**src/rtl/eth_tx_frame_arbiter_if.sv**
```systemverilog
`default_nettype none
// ============================================================================
// Module   : eth_tx_frame_arbiter_if
// Brief    : Source-side byte lanes and granted TX byte stream of the arbiter.
// Revision : 1.0
// ============================================================================
interface eth_tx_frame_arbiter_if #(
    parameter int N_SRC = 2
);
    logic [8*N_SRC-1:0] src_data;
    logic [N_SRC-1:0]   src_valid;
    logic [N_SRC-1:0]   src_last;
    logic [N_SRC-1:0]   src_ready;
    logic [7:0]         tx_data;
    logic               tx_valid;
    logic               tx_last;
    logic               tx_ready;

    // Environment side: frame sources plus the downstream TX sink.
    modport master (
        output src_data, src_valid, src_last, tx_ready,
        input  src_ready, tx_data, tx_valid, tx_last
    );

    // Arbiter side.
    modport slave (
        input  src_data, src_valid, src_last, tx_ready,
        output src_ready, tx_data, tx_valid, tx_last
    );
endinterface
`default_nettype wire

```
**src/rtl/eth_tx_frame_arbiter.sv**
```systemverilog
`default_nettype none
// ============================================================================
// Module   : eth_tx_frame_arbiter
// Brief    : Round-robin whole-frame arbiter onto one TX byte stream with
//            inter-frame gap and oversize truncate/drain.
// Revision : 1.0
// ============================================================================
module eth_tx_frame_arbiter #(
    parameter int N_SRC           = 2,
    parameter int IFG_CYCLES      = 12,
    parameter int MAX_FRAME_BYTES = 1514,
    localparam int C_GW           = (N_SRC > 1) ? $clog2(N_SRC) : 1
) (
    input  wire                   clk125,
    input  wire                   rst_n,
    eth_tx_frame_arbiter_if.slave bus,
    output logic [C_GW-1:0]       grant_id,
    output logic                  busy,
    output logic                  err_oversize
);
    localparam int C_CW  = $clog2(MAX_FRAME_BYTES + 1);
    localparam int C_GCW = (IFG_CYCLES > 0) ? $clog2(IFG_CYCLES + 1) : 1;

    localparam logic [1:0] C_ST_IDLE  = 2'd0;
    localparam logic [1:0] C_ST_XFER  = 2'd1;
    localparam logic [1:0] C_ST_DRAIN = 2'd2;
    localparam logic [1:0] C_ST_GAP   = 2'd3;
    // With no gap configured, a finished frame returns straight to arbitration.
    localparam logic [1:0] C_ST_POST  = (IFG_CYCLES == 0) ? C_ST_IDLE : C_ST_GAP;

    localparam logic [C_CW-1:0]  C_CNT_LAST  = C_CW'(MAX_FRAME_BYTES - 1);
    localparam logic [C_GCW-1:0] C_GAP_LAST  = C_GCW'((IFG_CYCLES > 0) ? IFG_CYCLES - 1 : 0);
    localparam logic [C_GW-1:0]  C_GRANT_MAX = C_GW'(N_SRC - 1);

    logic [1:0]       r_state;
    logic [C_GW-1:0]  r_grant;
    logic [C_GW-1:0]  r_rr_ptr;
    logic [C_CW-1:0]  r_byte_cnt;
    logic [C_GCW-1:0] r_gap_cnt;
    logic             r_err;

    logic [7:0]       w_sel_data;
    logic             w_sel_valid;
    logic             w_sel_last;
    logic [N_SRC-1:0] w_grant_onehot;
    logic [C_GW-1:0]  w_pick;
    logic             w_pick_hit;
    logic [C_GW-1:0]  w_rr_next;
    logic             w_beat;
    logic             w_forced;

    assign grant_id     = r_grant;
    assign busy         = (r_state != C_ST_IDLE);
    assign err_oversize = r_err;

    always_comb begin
        w_sel_data     = '0;
        w_sel_valid    = 1'b0;
        w_sel_last     = 1'b0;
        w_grant_onehot = '0;
        for (int k = 0; k < N_SRC; k++) begin
            if (r_grant == C_GW'(k)) begin
                w_sel_data        = bus.src_data[8*k +: 8];
                w_sel_valid       = bus.src_valid[k];
                w_sel_last        = bus.src_last[k];
                w_grant_onehot[k] = 1'b1;
            end
        end
    end

    // Lowest valid index at or above rr_ptr wins; otherwise wrap to the lowest valid.
    always_comb begin
        w_pick     = '0;
        w_pick_hit = 1'b0;
        for (int k = N_SRC - 1; k >= 0; k--) begin
            if (bus.src_valid[k]) begin
                w_pick     = C_GW'(k);
                w_pick_hit = 1'b1;
            end
        end
        for (int k = N_SRC - 1; k >= 0; k--) begin
            if (bus.src_valid[k] && (C_GW'(k) >= r_rr_ptr)) begin
                w_pick = C_GW'(k);
            end
        end
    end

    assign w_rr_next = (r_grant == C_GRANT_MAX) ? '0 : r_grant + C_GW'(1);
    assign w_beat    = w_sel_valid && bus.tx_ready;
    assign w_forced  = (r_byte_cnt == C_CNT_LAST);

    always_comb begin
        bus.tx_data   = '0;
        bus.tx_valid  = 1'b0;
        bus.tx_last   = 1'b0;
        bus.src_ready = '0;
        case (r_state)
            C_ST_XFER: begin
                bus.tx_data   = w_sel_data;
                bus.tx_valid  = w_sel_valid;
                bus.tx_last   = w_sel_last | w_forced;
                bus.src_ready = w_grant_onehot & {N_SRC{bus.tx_ready}};
            end
            C_ST_DRAIN: begin
                bus.src_ready = w_grant_onehot;
            end
            default: ;
        endcase
    end

    always_ff @(posedge clk125 or negedge rst_n) begin
        if (!rst_n) begin
            r_state    <= C_ST_IDLE;
            r_grant    <= '0;
            r_rr_ptr   <= '0;
            r_byte_cnt <= '0;
            r_gap_cnt  <= '0;
            r_err      <= 1'b0;
        end else begin
            r_err <= 1'b0;
            case (r_state)
                C_ST_IDLE: begin
                    if (w_pick_hit) begin
                        r_grant    <= w_pick;
                        r_byte_cnt <= '0;
                        r_state    <= C_ST_XFER;
                    end
                end
                C_ST_XFER: begin
                    if (w_beat) begin
                        r_byte_cnt <= r_byte_cnt + C_CW'(1);
                        if (w_sel_last) begin
                            r_rr_ptr  <= w_rr_next;
                            r_gap_cnt <= '0;
                            r_state   <= C_ST_POST;
                        end else if (w_forced) begin
                            // Truncated here; the rest of the frame is swallowed in DRAIN.
                            r_err    <= 1'b1;
                            r_rr_ptr <= w_rr_next;
                            r_state  <= C_ST_DRAIN;
                        end
                    end
                end
                C_ST_DRAIN: begin
                    if (w_sel_valid && w_sel_last) begin
                        r_gap_cnt <= '0;
                        r_state   <= C_ST_POST;
                    end
                end
                C_ST_GAP: begin
                    if (r_gap_cnt == C_GAP_LAST) begin
                        r_state <= C_ST_IDLE;
                    end else begin
                        r_gap_cnt <= r_gap_cnt + C_GCW'(1);
                    end
                end
                default: r_state <= C_ST_IDLE;
            endcase
        end
    end
endmodule
`default_nettype wire

```
**src/flat_wrapper.sv**
```systemverilog
// flat-port wrapper written by rule: the top's interface ports become plain ports
module eth_tx_frame_arbiter_flat 
#(
    parameter int N_SRC           = 2,
    parameter int IFG_CYCLES      = 12,
    parameter int MAX_FRAME_BYTES = 1514,
    localparam int C_GW           = (N_SRC > 1) ? $clog2(N_SRC) : 1
)
  (clk125, rst_n, grant_id, busy, err_oversize, bus_src_data, bus_src_valid, bus_src_last, bus_tx_ready, bus_src_ready, bus_tx_data, bus_tx_valid, bus_tx_last);
  eth_tx_frame_arbiter_if #(.N_SRC(N_SRC)) bus_i ();
  input  wire clk125;
  input  wire rst_n;
  output logic [C_GW-1:0] grant_id;
  output logic busy;
  output logic err_oversize;
  input wire logic [$bits(bus_i.src_data)-1:0] bus_src_data;
  input wire logic [$bits(bus_i.src_valid)-1:0] bus_src_valid;
  input wire logic [$bits(bus_i.src_last)-1:0] bus_src_last;
  input wire logic [$bits(bus_i.tx_ready)-1:0] bus_tx_ready;
  output wire logic [$bits(bus_i.src_ready)-1:0] bus_src_ready;
  output wire logic [$bits(bus_i.tx_data)-1:0] bus_tx_data;
  output wire logic [$bits(bus_i.tx_valid)-1:0] bus_tx_valid;
  output wire logic [$bits(bus_i.tx_last)-1:0] bus_tx_last;
  assign bus_i.src_data = bus_src_data;
  assign bus_i.src_valid = bus_src_valid;
  assign bus_i.src_last = bus_src_last;
  assign bus_i.tx_ready = bus_tx_ready;
  assign bus_src_ready = bus_i.src_ready;
  assign bus_tx_data = bus_i.tx_data;
  assign bus_tx_valid = bus_i.tx_valid;
  assign bus_tx_last = bus_i.tx_last;
  eth_tx_frame_arbiter #(.N_SRC(N_SRC), .IFG_CYCLES(IFG_CYCLES), .MAX_FRAME_BYTES(MAX_FRAME_BYTES)) u_core (.clk125(clk125), .rst_n(rst_n), .bus(bus_i), .grant_id(grant_id), .busy(busy), .err_oversize(err_oversize));
endmodule
```
**config.mk**
```make
export PLATFORM = sky130hd
export DESIGN_NAME = eth_tx_frame_arbiter_flat
export DESIGN_NICKNAME = d
export VERILOG_FILES = /design/src/rtl/eth_tx_frame_arbiter_if.sv /design/src/rtl/eth_tx_frame_arbiter.sv /design/src/flat_wrapper.sv
export SDC_FILE = /design/constraint.sdc
export NUM_CORES = 1
export LEC_CHECK = 0
export CORE_UTILIZATION = 44
export CTS_CLUSTER_DIAMETER = 100
export DETAILED_ROUTE_END_ITERATION = 8
export PLACE_DENSITY = 0.73
export SETUP_SLACK_MARGIN = 0.5
export SLEW_MARGIN = 20
export SYNTH_ARGS = -nofsm -noshare
export SYNTH_HDL_FRONTEND = slang
export SYNTH_SLANG_ARGS = --single-unit
```
**constraint.sdc**
```tcl
create_clock -name clk125 -period 2 [get_ports clk125]
set_clock_uncertainty 0.2 [all_clocks]
set_input_delay 0.6 -clock clk125 [delete_from_list [all_inputs] [get_ports clk125]]
set_output_delay 0.6 -clock clk125 [all_outputs]
set_load 0.01 [all_outputs]
```
==> flow_results.org, run 1 <==
** Clock tree
- Clock Root Buffer :: clkbuf_4
- In this run the number of H-tree levels came out at 1.
- Number of instances resized during post-cts repair :: 150
- Clock buffer depth :: 2
- In this run, CTS created clock tree buffers numbering 3.
- CTS saw 20 sinks.
- CTS Hold Buffers Added :: 0
- After clock tree synthesis, the setup repair step added 29 buffers.

** Place
- Number of buffers inserted by port buffering :: 37
- In this run the cell area measured after placement is 2360 sq um.
- RePlAce Congestion :: 0.863
- After legalization and detailed placement, the total HPWL measured 3.40 mm.
- The number of placed instances, taps included, is 279.

** Status
- Stage where the flow stopped :: 4_1_cts
- Error message :: [ERROR DPL-0033] detailed placement checks failed during check placement.
- Status :: stopped before the end

** Synth
- Synthesis produced 164 cells.
- #FFs+latches synth :: 20
- In this run, synthesis inferred 0 flip-flops with an integrated enable.
- The number of nets in the synthesized netlist is 194.
- Seq/Total Area, Yosys :: 0.341
- Average size of a mapped cell :: 8.94 sq um
- During synthesis, Yosys emitted a total of 0 warnings.
- The most used flip-flop cell after synthesis is dfrtp_1.
- Synth Cell Area :: 1470 sq um
- Of all flip-flops after synthesis, the portion carrying an async set or reset was 1.00.
- In this run, distinct cell masters in the synthesized netlist total 47.

** Floorplan
- For this design the top-level I/O count stands at 38.
- The initialized floorplan defines 20 standard-cell rows.
- Chip Height :: 59.7 um
- Initial Utilization :: 0.473
- Die width :: 59.7 um
-- synth_stat cells, types with 4 or more instances --
cell | instances | area share
dfrtp_1 | 20 | 0.34
nor2_1 | 14 | 0.036
inv_1 | 13 | 0.033
mux2i_1 | 11 | 0.075
nand2_1 | 10 | 0.026
nand3_1 | 8 | 0.027
ha_1 | 7 | 0.060
nand2b_1 | 7 | 0.030
o31ai_1 | 6 | 0.031
and2_1 | 4 | 0.017
and3_1 | 4 | 0.017
o21ai_0 | 4 | 0.014
-- cell families after synthesis --
| logic type | count (synthesis) | share of synthesized area |
|---|---|---|
| DFF | 20 | 0.341 |
| adders and majority gates | 7 | 0.0597 |
| buffers and inverters | 20 | 0.0580 |
| muxes | 15 | 0.110 |
| AOI/OAI and AO/OA | 37 | 0.186 |
| and+or+nand+nor | 65 | 0.245 |
-- through the flow --
step,setup slack [ns],hold WS (ns)
detailed placement,-0.814,0.317
global placement,-0.807,0.289
floorplan,0.0409,0.104
==> run 2, diff against run 1 <==
- CORE_UTILIZATION: 44 -> 40
- CTS_CLUSTER_DIAMETER: 100 -> not set
- PLACE_DENSITY: 0.73 -> not set
- PLACE_DENSITY_LB_ADDON: not set -> 0.15
- SETUP_SLACK_MARGIN: 0.5 -> not set
- clock period: 2 -> 2.6 ns (I/O delays scaled with it)
==> run 2 against run 1 <==
Net effect: the run now ends clean; synthesized cell count unchanged; area after synthesis did not move.
==> flow_results.org, run 2 <==
** Synth
- The most used flip-flop cell after synthesis is dfrtp_1.
- Distinct cell type count after synthesis :: 47
- Seq/Total Area, Yosys :: 0.341
- Synthesis produced a netlist with a net count of 194.
- Number of flops mapped to enable cells by yosys :: 0
- The largest total area in the synthesized netlist belongs to dfrtp_1.
- The Yosys step of the flow raised 0 warnings.
- For this run, asynchronously set or reset flops after synthesis account for 1.00.
- The share of synthesized area in the top cell type comes to 0.341.
- Counting every instance in the synthesized netlist gives 164.
- By area the synthesized netlist is led by dfrtp_1, mux2i_1, ha_1.
- Average size of a mapped cell :: 8.94 sq um
- Most common cell in the netlist :: dfrtp_1
- The mapped netlist covers 1470 sq um.
- The synthesized design contains 20 register bits.
- Counting instances in the post-synthesis netlist gives the leading cell types as dfrtp_1, nor2_1, inv_1.

** Clock tree
- In this run, post-CTS hold repair placed 0 buffers.
- Number of H-tree branching levels :: 1
- Clock Root Buffer :: clkbuf_4
- The clock net in this run drives a total of 20 sinks.
- Clock buffer depth :: 2
- After clock tree synthesis, the clock-pin slew on the worst setup and hold paths is 0.11 ns.
- Clock tree synthesis inserted a total of 3 buffers.
- CTS tree :: built
- Clock latency on the worst-skew pair, taken at its later pin, is 0.33 ns.

** GRT
- The number of global-route vias before repair is 1643.
- Met3 usage :: 0.0255
- Maximum number of pins on one net before global-route repair :: 21
- GRT busiest layer :: met2
- All-Layer GR Usage :: 0.232
- Overflow after GRT :: 0
- Global routing met1 resource utilization :: 0.271
- Number of antenna violations at the first check in global routing :: 0
- Met2 layer usage reported by global route :: 0.435
- Global-route wire length before repair :: 7.29 mm

** Floorplan
- The die is 62.5 um tall.
- Die width :: 62.5 um
- The floorplan step defined a core boundary enclosing 3420 sq um.
- Die footprint :: 3910 sq um
- # rows :: 21
- The initial utilization of the core area, before any placement, comes to 0.429.
- During I/O placement, the number of pins put on the boundary was 38.

** Hold path
- Type of the most critical hold path :: flip-flop to flip-flop

** Finish
- Synthesis-to-layout area growth :: 48.0%
- The register with the most flip-flops in the layout has 11 of them.
- Antenna Diode Count :: 0
- Number of nets in the layout :: 265
- Commonest non-fill, non-tap cell in the layout :: buf_4
- The largest registers in the layout are u_core.r_byte_cnt (11), u_core.r_gap_cnt (4), u_core.r_state (2).
- After routing the design area is 2170 sq um.
- In the final layout, the share of cells above drive strength 1 is 0.295.
- The library cells used most frequently in the layout, excluding fill and tap cells, are buf_4, dfrtp_1, clkdlybuf4s50_1.
- The finished layout holds 280 standard cells, fillers aside.
- At the end of the flow the core is filled with cells to 0.636.
- Largest register by flop count :: u_core.r_byte_cnt
- Fill cell instance count of the final layout :: 301

** Timing
- Setup repair after global routing could not meet its margin everywhere.
- Setup violations remaining at the end of the flow were counted as 0.
- The worst pin sits at a relative slew slack of 0.728.
- The worst path needs 2.58 ns of the cycle, external delays included.
- At the pin with the least slew margin, the transition time is 0.402 ns.
- Total negative slack :: 0 ns
- Static timing analysis puts the maximum clock frequency at 0.387 GHz.
- Fin crit share :: 0.994
- The final count of pins violating max slew is 0.
- Final setup slack of the worst path :: 0.0153 ns
- Hold Vio Cnt, Final :: 0

** Setup path
- STA puts the critical path data required time at 1.62 ns.
- Startpoint type of the worst setup path :: input port
- For the worst setup path, the data arrival time is 1.60 ns.
- Type of the setup path with the least slack :: input port to output pin
- The worst setup path is captured at an output pin.
- In this run the worst path has a maximum fanout of 2.

** Place
- The placed instances occupy a cell area of 2100 sq um.
- The HPWL after detailed placement is 3.22 mm.
- Placement Setup Slack :: -0.589 ns
- Number of buffers inserted by port buffering :: 37
- Post-Place Cells :: 271
- RePlAce Congestion :: 0.889

** Power and ir drop
- Across the VDD grid, the largest voltage drop is 480 uV.
- For this design the ratio of total power to cell area is 896 nW/um^2.
- Pleak :: 1.02 nW

** Detailed routing
- Using the TritonRoute via totals, the vias-per-cell ratio works out to 5.49.
- In the final routed layout, each cell accounts on average for 15.3 um.
- In this run, the number of DRC markers left after iteration 0 of detailed routing was 83.
- After detailed routing, the number of remaining DRC violations is 0.
- Total via count in the routed design :: 1537
- Wirelength, routed :: 4.27 mm
- Post-detailed-route count of antenna-violating nets :: 0
- Iteration count of the initial detailed-routing pass :: 5

** Status
- The run finished with clean final reports.

** Job
- Number of violations of the max-capacitance limit :: 0
[run 2: routing by layer]
metal / vias to the layer above / wire [um]
met3: 5 / 186
met4: 0 / 57
li1: 747 / -
met2: 55 / 2230
met5: - / 0
met1: 730 / 1800
[run 2: kinds of logic after synthesis]
logic type / Yosys count / share of synthesized area
buffers and inverters: 20 / 0.0580
adder cells (fa/ha/maj): 7 / 0.0597
AND/OR/NAND/NOR: 65 / 0.245
AO/OA/AOI/OAI: 37 / 0.186
multiplexers: 15 / 0.110
flip-flops: 20 / 0.341
[run 2: stage by stage]
stage | hold slack [ns] | power [W]
2_1_floorplan | 0.280 | 0.00110
3_3_place_gp | 0.289 | 0.00161
3_5_place_dp | 0.300 | 0.00165
4_1_cts | 0.328 | 0.00188
5_1_grt | 0.366 | 0.00210
6_report | 0.331 | 0.00195
[run 2: layout make-up]
cell class / count / area, sq um / area share
clock buffer: 3 / 22.5 / 0.0104
multi-input combinational: 124 / 920 / 0.424
clock inverter: 1 / 30.0 / 0.0138
inverter: 13 / 52.6 / 0.0242
tap: 46 / 57.6 / 0.0265
sequential: 20 / 500 / 0.231
timing repair buffer: 73 / 588 / 0.271
[run 2: power breakdown]
part	leakage [nW]	internal (W)	total (W)	switching [W]
Combinational	0.722	0.000618	0.00125	0.000635
Sequential	0.269	0.000374	0.000425	0.0000515
Clock	0.0279	0.000156	0.000267	0.000111
Total	1.02	0.00115	0.00195	0.000798
[run 2: timing repair]
action                                  CTS  global route
resized for setup                        59             9
buffers inserted                          1             4
endpoints found under the hold margin     0             0
endpoints found under the setup margin   13            10
pin swaps                                 2             2
[run 2: final timing paths]
check	startpoint	endpoint	slack, ns	cells past startpoint
max in group asynchronous	rst_n	u_core.err_oversize	1.38	2
max	bus_src_last[1]	bus_tx_last	0.02	5
min reg2reg	u_core.r_rr_ptr	u_core.r_rr_ptr	0.33	1
max reg2reg	u_core.r_state[0]	u_core.r_byte_cnt[3]	0.24	8
min in group asynchronous	rst_n	u_core.r_gap_cnt[2]	0.60	2
min	u_core.r_rr_ptr	u_core.r_rr_ptr	0.33	1
[run 2: critical path: stages]
cell and delay (ns):
clkdlybuf4s15_1 0.20, mux2i_2 0.21, o31ai_2 0.11, and2_1 0.17, buf_2 0.14
Power figures use the tool's default switching activity.
==> variant 1: new RTL, config.mk and constraints of run 2 <==
`N_SRC` is set to 2 in 3 places; all go to 1.
--- a/src/rtl/eth_tx_frame_arbiter_if.sv
+++ b/src/rtl/eth_tx_frame_arbiter_if.sv
@@ -6,5 +6,5 @@
 // ============================================================================
 interface eth_tx_frame_arbiter_if #(
-    parameter int N_SRC = 2
+    parameter int N_SRC = 1
 );
     logic [8*N_SRC-1:0] src_data;
--- a/src/rtl/eth_tx_frame_arbiter.sv
+++ b/src/rtl/eth_tx_frame_arbiter.sv
@@ -7,5 +7,5 @@
 // ============================================================================
 module eth_tx_frame_arbiter #(
-    parameter int N_SRC           = 2,
+    parameter int N_SRC           = 1,
     parameter int IFG_CYCLES      = 12,
     parameter int MAX_FRAME_BYTES = 1514,
--- a/src/flat_wrapper.sv
+++ b/src/flat_wrapper.sv
@@ -2,5 +2,5 @@
 module eth_tx_frame_arbiter_flat 
 #(
-    parameter int N_SRC           = 2,
+    parameter int N_SRC           = 1,
     parameter int IFG_CYCLES      = 12,
     parameter int MAX_FRAME_BYTES = 1514,
Ports: changed (resized bus_src_data, bus_src_last, bus_src_ready and bus_src_valid); port bits go from 38 to 27. No check against the original RTL was run, so the function may have changed too.
==> variant 1 against run 2 <==
The run now ends with DRC, setup timing left; cell area decreased by 20%; area after synthesis is 15% lower; routed wire length is 29% lower; total power down 27%; core utilization fell by 3.0 points; sequential cell count is 2 lower; sequential power is 9.2% lower; register-to-register slack gained 40 ps; via count fell by 23%; synthesized cell count decreased by 19%; worst setup slack worse by 22 ps; first-iteration DRC count decreased by 31%; count of clock-buffer cells in the layout increased by 1; largest cell class unchanged.
==> variant 1: results (changes against run 2) <==
status=finished, violations left; failing checks=DRC, setup timing; Hold Crit Depth=1 (unchanged); Primary FF master, synth=dfrtp_1; largest cells by area after synthesis=dfrtp_1 (36%), ha_1 (8.0%), and2_1 (4.5%), nand3_1 (3.6%), nand2_1 (3.3%); clock-pin slew on the worst setup and hold paths=110 ps (about the same); leakage power=0.000832 uW (-18%); Post-route DRC=1 (+1); Diodes inserted=0 (unchanged); DRT iter0 DRCs=57 (-31%); Post-Place Cell Area=1690 sq um (-20%); Yosys cell types=45 (-4.3%); crit-path max cell delay=410 ps (+200 ps); share of layout cells above drive strength 1=0.288 (-0.00683); first-pass GRT wire length=5240 um (-28%); H-tree levels=1 (unchanged); TritonRoute pass-1 iters=9 (+4); Seq/Total Area, Yosys=0.361 (+0.0194); M1 WL=1270 um (-29%); RR Startpoint=u_core.r_state[1]$_DFFE_PN0P_; R2R Setup Slk=280 ps (+40 ps); GRT Util Overall=0.204 (-0.0276); total number of vias=1183 (-23%); Min Hold Slack=336 ps (+4.57 ps); min-delay src=u_core.r_gap_cnt[2]$_DFFE_PN0P_; Clock Path Buffers=2 (unchanged); R2R Path End=u_core.r_byte_cnt[10]$_DFFE_PN0P_; DR top layer=met4; hold endpoint=u_core.r_gap_cnt[2]$_DFFE_PN0P_; final net count=206 (-22%); YS warnings=0 (unchanged); met2 routed WL=1510 um (-32%); WP data arrival=1630 ps (+30 ps); post-DP HPWL=2300 um (-28%); Final setup viols=1 (+1); I/O Buffers=25 (-32%); Post-synth top cells=dfrtp_1 (18), nand2_1 (11), and2_1 (9), nand3_1 (9); routed wl met3=186 um (unchanged); Final GP Congestion=0.832 (-6.4%); Avg WL per Cell=14.0 um (-8.1%); clock buffer count from CTS=3 (unchanged); critical path's slowest cell=dfrtp_1; CP max FO=2 (unchanged); PnR worst setup slack=-6.51 ps (-21.8 ps); VDD IR-drop max=661 uV (+38%); Relative slew margins=0.639 (-0.0894); family with the most delay on the worst path=simple AND/OR/NAND/NOR gates; antenna violations before repair=0 (unchanged); number of synthesized flops with an enable pin=0 (unchanged); Hold WC Path Type=reg -> reg; Net Count, Synth=154 (-21%); top flop regs=u_core.r_byte_cnt: 11 flops, u_core.r_gap_cnt: 4 flops, u_core.r_state: 2 flops; largest net degree at the start of global routing=19 (-9.5%); Post-synth ARST share=1.00 (unchanged); Worst Reg-to-Reg Cells=7 (-1); clock insertion delay at the later pin of the skew report=310 ps (-20 ps); CTS Root Cell=clkbuf_4
variant 1: cell types whose count changed in the layout (fill, tap and decap cells not counted), moves of 5 or more:
| cell | change |
|---|---|
| clkbuf_2 | +6 |
| and2_1 | +6 |
| nor2_1 | -6 |
| buf_4 | -7 |
| nand2b_1 | -7 |
| buf_2 | -9 |
| clkdlybuf4s50_1 | -6 |
| o31ai_1 | -5 |
| mux2i_1 | -7 |
variant 1: final cells by class:
cell class	instances	area [sq um]
Sequential cell	18	450
Multi-Input combinational cell	101	764
Inverter	9	33.8
Fill cell	250	1130
Timing Repair Buffer	52	403
Clock buffer	4	36.3
Tap cell	31	38.8
variant 1: logic make-up after synthesis:
logic type,count (synthesis),synth area share
adder cells (fa/ha/maj),8,0.0802
AO/OA/AOI/OAI,24,0.147
multiplexers,7,0.0631
flip-flops,18,0.361
XOR/XNOR,3,0.0210
buffers and inverters,14,0.0481
AND/OR/NAND/NOR,58,0.277
other,1,0.00300
variant 1: metrics by stage:
stage                     setup WS, ps  total power, uW  setup TNS (ps)  cells  utilization
after global routing             -80.6             1540           -80.6    215        0.605
after global placement            -355             1250           -3320    208        0.593
after CTS                        -78.5             1430           -78.5    213        0.609
after detailed placement          -359             1270           -3610    208        0.593
after floorplan                    315              914               0    133            -
final                            -6.51             1430           -6.51    215        0.605
variant 1: routing by layer:
metal | up-vias | track usage
li1 | 572 | -
met1 | 560 | 0.257
met2 | 45 | 0.350
met3 | 6 | 0.0491
met4 | 0 | 0.0578
met5 | - | 0
variant 1: power breakdown:
part           switching [uW]  internal (uW)
clock                     100           85.6
combinational             434            420
sequential               46.8            340
variant 1: what timing repair did:
action,in CTS,in global routing
gates resized for setup,24,19
pin swaps,1,2
endpoints found under the hold margin,0,0
hold buffers,0,0
endpoints found under the setup margin,12,12
setup buffers,1,2
variant 1: worst max path at each step:
stage                                 to                              from  slack, ps  cells after the start
after detailed placement   bus_src_ready                      bus_tx_ready       -360                      4
after global placement     bus_src_ready                      bus_tx_ready       -360                      4
final                        bus_tx_last  u_core.r_byte_cnt[1]$_DFFE_PN0P_         -7                      6
after CTS                    bus_tx_last  u_core.r_byte_cnt[4]$_DFFE_PN0P_        -80                      4
after floorplan           bus_tx_data[0]     u_core.r_state[1]$_DFFE_PN0P_        310                      5
after global routing         bus_tx_last  u_core.r_byte_cnt[1]$_DFFE_PN0P_        -80                      6
==> variant 2: new RTL, config.mk and constraints of run 2 <==
Without the edit above. Make the reset (`rst_n`) synchronous in one clocked block.
--- a/src/rtl/eth_tx_frame_arbiter.sv
+++ b/src/rtl/eth_tx_frame_arbiter.sv
@@ -109,5 +109,5 @@
     end
 
-    always_ff @(posedge clk125 or negedge rst_n) begin
+    always_ff @(posedge clk125) begin
         if (!rst_n) begin
             r_state    <= C_ST_IDLE;
Behaviour: differs if rst_n is asserted again (counterexample within 4 cycles, from zero or initial values and one cycle with rst_n low); with rst_n held inactive, the same outputs for 10 cycles.
==> variant 2 against run 2 <==
Fmax is 0.83% higher; cell area shrank 7.6%; largest cell class unchanged; routed wire length fell by 14%; non-clock buffer count decreased by 14; worst setup slack improved by 21 ps; total power fell by 26%; highest routed layer unchanged; sequential cell count unchanged; synthesized cell count rose by 3.7%; area after synthesis down 2.8%; final cell count decreased by 2.9%.
==> variant 2: results (changes against run 2) <==
vias in the first global route=1356 (-17%); fraction of area in multi-input gates=0.478 (+0.0542); Seq/Total Area, Yosys=0.281 (-0.0603); WP data arrival=1580 ps (-20 ps); Area Growth Syn to Fin=40.7%; Power Clock=261 uW (-2%); VDD IR-drop max=514 uV (+7.1%); fin cells=272 (-2.9%); critical path's slowest cell=dlygate4sd2_1; Clk pwr share=0.182 (+0.045); inverter count=9 (-4); Relative slew margins=0.698 (-0.0302); total number of vias=1503 (-2.2%); share of layout cells above drive strength 1=0.195 (-0.100); clock-pin slew on the worst setup and hold paths=130 ps (+20 ps); status=complete, no violations; Register Area=403 sq um (-20%); met2 GRT Util=0.364 (-0.0707); R2R Setup Slk=330 ps (+90 ps); non-clock buffer count=59 (-19%); Yosys cell types=41 (-13%); Post-synth ARST share=0 (-1.00); multi-input logic area=958 sq um (+4.2%); Net Count, Synth=200 (+3.1%); leakage power=0.000808 uW (-21%); crit-path max cell delay=260 ps (+50 ps); final net count=257 (-3.0%); met2 routed WL=1760 um (-21%); Post-synth top cells=dfxtp_1 (20), nand2_1 (15), a21oi_1 (14), mux2i_1 (12); Avg Cell Area, Syn=8.38 sq um (-6.2%)
-- variant 2: worst paths after layout --
| kind | startpoint | end | cells after the start |
|---|---|---|---|
| max | bus_tx_ready | bus_src_ready[1] | 4 |
| min | u_core.r_rr_ptr$_SDFFE_PN0P_ | u_core.r_rr_ptr$_SDFFE_PN0P_ | 2 |
| max reg2reg | u_core.r_state[1]$_SDFFE_PN0P_ | u_core.r_byte_cnt[10]$_SDFFE_PN0P_ | 8 |
| min reg2reg | u_core.r_rr_ptr$_SDFFE_PN0P_ | u_core.r_rr_ptr$_SDFFE_PN0P_ | 2 |
-- variant 2: cells by family after synthesis --
| group | Yosys count | synth area share |
|---|---|---|
| DFF | 20 | 0.281 |
| muxes | 14 | 0.103 |
| and+or+nand+nor | 69 | 0.286 |
| AOI/OAI and AO/OA | 44 | 0.213 |
| buffers and inverters | 16 | 0.0553 |
| adders and majority gates | 7 | 0.0615 |
-- variant 2: worst min-delay path: stages (launching register included) --
cell     delay (ps)
dfxtp_1         340
nand2_1          60
mux2i_1          60
